### src/rtl/asym_fifo_ctrl_n2w.sv
// asym_fifo_ctrl_n2w
//   Single-clock narrow-to-wide FIFO controller with an internal asymmetric RAM.
//   Narrow WIDTHB-bit words enter on a valid/ready write port. They are packed
//   lsb-first into WIDTHA-bit words that leave on a valid/ready read port.
//   The read stage is registered.
// Ports
//   clk          single clock, posedge
//   rst          synchronous active-high reset
//   flush        synchronous clear of contents, pointers and error flag
//   wr_valid     write request        wr_ready  write accepted when both high
//   wr_data      narrow write data
//   rd_valid     rd_data holds a wide word
//   rd_ready     consumer pop when rd_valid && rd_ready
//   rd_data      wide read data (registered)
//   count_b      narrow words held, including the word in the output register
//   full/empty   count_b == SIZEB / count_b == 0
//   err_wr_full  sticky: write attempted while full
module asym_fifo_ctrl_n2w #(
  parameter int WIDTHB     = 4,
  parameter int WIDTHA     = 16,
  parameter int SIZEB      = 1024,
  parameter int ADDRWIDTHB = 10,
  parameter int ADDRWIDTHA = 8
) (
  input  logic                  clk,
  input  logic                  rst,
  input  logic                  flush,
  input  logic                  wr_valid,
  output logic                  wr_ready,
  input  logic [WIDTHB-1:0]     wr_data,
  output logic                  rd_valid,
  input  logic                  rd_ready,
  output logic [WIDTHA-1:0]     rd_data,
  output logic [ADDRWIDTHB:0]   count_b,
  output logic                  full,
  output logic                  empty,
  output logic                  err_wr_full
);

  localparam int RATIO = WIDTHA / WIDTHB;
  localparam int LOGR  = $clog2(RATIO);
  localparam logic [ADDRWIDTHB:0] RATIO_W = (ADDRWIDTHB + 1)'(RATIO);
  localparam logic [ADDRWIDTHB:0] SIZE_W  = (ADDRWIDTHB + 1)'(SIZEB);

  typedef enum logic {IDLE, VALID} rdState_t;

  rdState_t                state;
  rdState_t                stateNext;
  logic [WIDTHB-1:0]       mem [SIZEB];
  logic [ADDRWIDTHB-1:0]   wptr;
  logic [ADDRWIDTHA-1:0]   rptr;
  logic [ADDRWIDTHB:0]     avail;
  logic [ADDRWIDTHB:0]     countNext;
  logic [WIDTHA-1:0]       fetchWord;
  logic                    clear;
  logic                    wrAccept;
  logic                    pop;
  logic                    fetch;

  assign clear    = rst || flush;
  assign full     = (count_b == SIZE_W);
  assign empty    = (count_b == '0);
  assign wr_ready = !full && !rst && !flush;
  assign wrAccept = wr_valid && wr_ready;
  assign pop      = rd_valid && rd_ready && !clear;

  // Words stored in RAM but not yet moved into the output register.
  assign avail = count_b - (rd_valid ? RATIO_W : '0);
  assign fetch = !clear && (avail >= RATIO_W) && (!rd_valid || pop);

  assign countNext = count_b + (wrAccept ? (ADDRWIDTHB + 1)'(1) : '0)
                             - (pop ? RATIO_W : '0);

  // Narrow write port; the RAM contents survive reset and flush.
  always_ff @(posedge clk) begin
    if (wrAccept) begin
      mem[wptr] <= wr_data;
    end
  end

  // Wide read view: narrow word k of group rptr lands in slice k (lsb-first).
  always_comb begin
    fetchWord = '0;
    for (int unsigned k = 0; k < RATIO; k++) begin
      fetchWord[k*WIDTHB +: WIDTHB] = mem[{rptr, LOGR'(k)}];
    end
  end

  always_ff @(posedge clk) begin
    if (clear) begin
      wptr        <= '0;
      rptr        <= '0;
      count_b     <= '0;
      rd_data     <= '0;
      err_wr_full <= 1'b0;
    end else begin
      if (wrAccept) begin
        wptr <= wptr + 1'b1;
      end
      if (fetch) begin
        rptr    <= rptr + 1'b1;
        rd_data <= fetchWord;
      end
      if (wr_valid && full) begin
        err_wr_full <= 1'b1;
      end
      count_b <= countNext;
    end
  end

  always_ff @(posedge clk) begin
    if (clear) begin
      state <= IDLE;
    end else begin
      state <= stateNext;
    end
  end

  always_comb begin
    stateNext = state;
    unique case (state)
      IDLE:    if (fetch)         stateNext = VALID;
      VALID:   if (pop && !fetch) stateNext = IDLE;
      default: stateNext = IDLE;
    endcase
  end

  always_comb begin
    rd_valid = (state == VALID);
  end

endmodule

### config.mk
export PLATFORM = sky130hd
export DESIGN_NAME = asym_fifo_ctrl_n2w
export DESIGN_NICKNAME = d
export VERILOG_FILES = /design/src/rtl/asym_fifo_ctrl_n2w.sv
export SDC_FILE = /design/constraint.sdc
export NUM_CORES = 2
export LEC_CHECK = 0
export ABC_CLOCK_PERIOD_IN_PS = 3000
export BUFFER_PORTS_ARGS = -buffer_cell sky130_fd_sc_hd__buf_2
export CAP_MARGIN = 20
export CELL_PAD_IN_SITES_DETAIL_PLACEMENT = 2
export CELL_PAD_IN_SITES_GLOBAL_PLACEMENT = 2
export CORE_ASPECT_RATIO = 1.2
export CORE_UTILIZATION = 43
export DETAILED_ROUTE_END_ITERATION = 8
export MAX_ROUTING_LAYER = met4
export PLACE_DENSITY_LB_ADDON = 0.1
export SYNTH_ARGS = -nofsm -noshare
export SYNTH_HDL_FRONTEND = slang
export SYNTH_SLANG_ARGS = --single-unit
### constraint.sdc
create_clock -name clk -period 3 [get_ports clk]
set_input_delay 0.6 -clock clk [delete_from_list [all_inputs] [get_ports clk]]
set_output_delay 0.6 -clock clk [all_outputs]
set_load 0.05 [all_outputs]
==> impl_metrics.json <==
{
  "status": "complete, but fails checks",
  "violations": "setup timing",
  "setup_viol": 24,
  "wl_met1_um": 231000,
  "drtAntennaViolNets": 0,
  "cts.clk_slew.worst_paths_ns": 0.07,
  "synthAdderAreaFrac_pct": 0.220,
  "clkLatencyLatePin_ns": 1.00,
  "wire_per_inst_um": 37.9,
  "wl_met3_um": 36000,
  "crit_type": "reg -> reg",
  "synth_compound_area_share_pct": 3.08,
  "synth_common_cells": "edfxtp_1 (4,096), nor2_1 (1,095), mux4_2 (870), mux2i_1 (536), clkbuf_1 (352)",
  "synth_top_family_by_area": "multiplexers",
  "htreeDepth": 5,
  "vias_per_cell": 6.04,
  "worstHoldPathType": "in -> reg",
  "max-cap-violations": 0,
  "drtPass1Iterations": 6,
  "start_kind": "flip-flop",
  "muxShareOfSynthArea_pct": 15.4,
  "irDropWorstVdd_mv": 0.504,
  "period_share_pct": 109,
  "ys_types": 86,
  "async_flop_share_pct": 0,
  "slew_viol_final": 0,
  "power.density_nw_per_um2": 648,
  "crit_fanout": 15,
  "overflow": 0,
  "antenna_found_initial": 44,
  "cp.arrival_ns": 4.16,
  "finalWorstSetupSlack_ns": -0.272,
  "slew_headroom_pct": 24.1,
  "syn_avg_cell_area_um2": 19.4,
  "yosysMostFrequentCell": "edfxtp_1",
  "cp-end-kind": "flip-flop",
  "finalHoldViolations": 0,
  "ys_ff_latch": 4143,
  "drt_iter0_markers": 9804,
  "numCtsBuffers": 426,
  "postSynthCellCount": 8515,
  "grt_pass1_wl_um": 833000,
  "track_usage_pct": 31.6,
  "cts_tree": "built",
  "initial_core_util_pct": 43.3,
  "synth_nets": 8553,
  "layout-drive-gt1-share_pct": 36.1,
  "ys.flop_type": "edfxtp_1",
  "io_buffers": 40,
  "final_util_pct": 53.2,
  "num_vias": 95300,
  "wl_met2_um": 307000,
  "synth_top_cell_area_share_pct": 74.6,
  "rsz0062_at_grt": "yes",
  "synthSimpleGateAreaFrac_pct": 3.76,
  "maxUsedRoutingLayer": "met4",
  "synthXorXnorAreaFrac_pct": 0.133,
  "syn_to_final_growth_pct": 22.8,
  "clock_sinks": 4143,
  "fin_crit_ns": 3.27,
  "dp.final_hpwl_um": 385000,
  "tightestPinTransition_ns": 1.14,
  "first_global_vias": 104000,
  "worst_clock_skew_ns": 0.0488,
  "yosys.area.top_type": "edfxtp_1",
  "fp-row-count": 248,
  "fin_nets": 10400,
  "synth_area_leaders": "edfxtp_1 (75%), mux4_2 (12%), mux2i_1 (3.3%), nor2_1 (2.5%), clkbuf_1 (0.80%)",
  "gp_congestion": 0.839,
  "dieArea_um2": 386000,
  "worstPathRequired_ns": 3.89,
  "pin_count": 41,
  "fin_cells": 15800,
  "clockBufferDepth": 4,
  "grt_start_max_net_pins": 173,
  "fmax_ghz": 0.306,
  "power.leakage_nw": 66.0,
  "cts_root_buf": "clkbuf_16",
  "core-area_um2": 381000,
  "syn_area_um2": 165000,
  "synth_edf_count": 4096,
  "seq_area_frac_synth_pct": 75.2,
  "wirelength_um": 598000,
  "yosys_warnings": 0,
  "drc": 0,
  "die_h_um": 680,
  "dp_cells": 14800,
  "die_width_um": 567
}
kinds of logic (layout without fill, tap and decap cells):
kind of cell | count (synthesis) | in the layout
other | 0 | 17
and+or+nand+nor | 1527 | 1527
xor gates and xnor gates | 25 | 25
DFF | 4143 | 4143
adders and majority gates | 29 | 29
buffers and inverters | 646 | 2884
muxes | 1443 | 1443
AOI/OAI and AO/OA | 702 | 702
cells in the final DEF (no fill, tap or decap), drive strengths merged, types with 47 or more instances in the layout:
cell    count
edfxtp   4096
buf      2052
nor2     1095
mux4      871
clkbuf    538
mux2i     536
nand2     221
clkinv    184
a21oi     126
o221ai     94
o21ai      74
o22ai      62
a22oi      62
a221oi     55
nand3      52
dfxtp      47
through the flow:
stage | power, mW | setup TNS, ns | cell area [um2] | setup WS, ns | hold WS, ns
2_1_floorplan | 72.2 | 0 | 165000 | 0.0233 | 0.520
3_3_place_gp | 76.7 | -43.06 | 185000 | -0.553 | 0.452
3_5_place_dp | 77.1 | -72.10 | 186000 | -0.719 | 0.466
4_1_cts | 131 | -2.16 | 201000 | -0.207 | 0.0306
5_1_grt | 134 | -4.29 | 202000 | -0.246 | 0.0502
6_report | 131 | -2.51 | 202000 | -0.272 | 0.0921
critical path, stage by stage, from the launching register on:
cell	delay [ns]
dfxtp_4	0.37
buf_4	0.12
buf_12	0.20
buf_12	0.22
mux4_2	0.58
mux4_2	0.48
nand2_1	0.08
o2111ai_1	0.18
a221o_1	0.36
a32oi_2	0.27
buf_6	0.16
o21ai_1	0.06
final timing paths:
kind | slack, ns | depth (start not counted) | to | from
worst max register to register | -0.27 | 11 | rd_data[9]$_SDFFE_PP0P_ | rptr[0]$_SDFFE_PP0P_
worst max-delay path | -0.27 | 11 | rd_data[9]$_SDFFE_PP0P_ | rptr[0]$_SDFFE_PP0P_
worst min register to register | 0.48 | 2 | rd_data[0]$_SDFFE_PP0P_ | rd_data[0]$_SDFFE_PP0P_
worst min-delay path | 0.09 | 1 | mem[385][1]$_DFFE_PP_ | wr_data[1]
area by class of cell:
class,instances,area (um2)
diodes,17,42.5
clock inverters,258,2440
well taps,5000,6260
flip-flops and latches,4143,124000
multi-input cells,3726,38600
fillers,32600,178000
inverters,29,128
clock buffers,531,11300
repair buffers,2066,19600
per-layer routing:
layer / track usage, % / vias up
met5: - / -
met4: 10.7 / 0
met3: 3.84 / 949
met2: 54.0 / 3820
met1: 39.1 / 52200
li1: - / 38300
sequential cells by signal, indices dropped and copies added, names as in the netlist:
| register | flops |
|---|---|
| rd_valid | 1 |
| mem | 4096 |
| wptr | 10 |
| count_b | 11 |
| rd_data | 16 |
| rptr | 8 |
| err_wr_full | 1 |
report_power, final:
| group | switching [mW] | leakage, nW | internal [mW] | total, mW |
|---|---|---|---|---|
| sequential | 0.120 | 37.2 | 63.6 | 63.7 |
| combinational | 7.12 | 22.1 | 6.52 | 13.6 |
| clock | 23.5 | 6.70 | 30.3 | 53.8 |
| total | 30.7 | 66.0 | 100 | 131 |
what timing repair did:
| item | 4_1_cts | 5_1_grt |
|---|---|---|
| hold buffers | 3 | 0 |
| gates resized for setup | 223 | 169 |
| hold endpoints to repair | 3 | 0 |
| buffers inserted | 57 | 59 |
| pin swaps | 27 | 45 |
| endpoints found under the setup margin | 103 | 87 |
| cloned | 10 | 9 |
(Power assumes the default switching activity.)
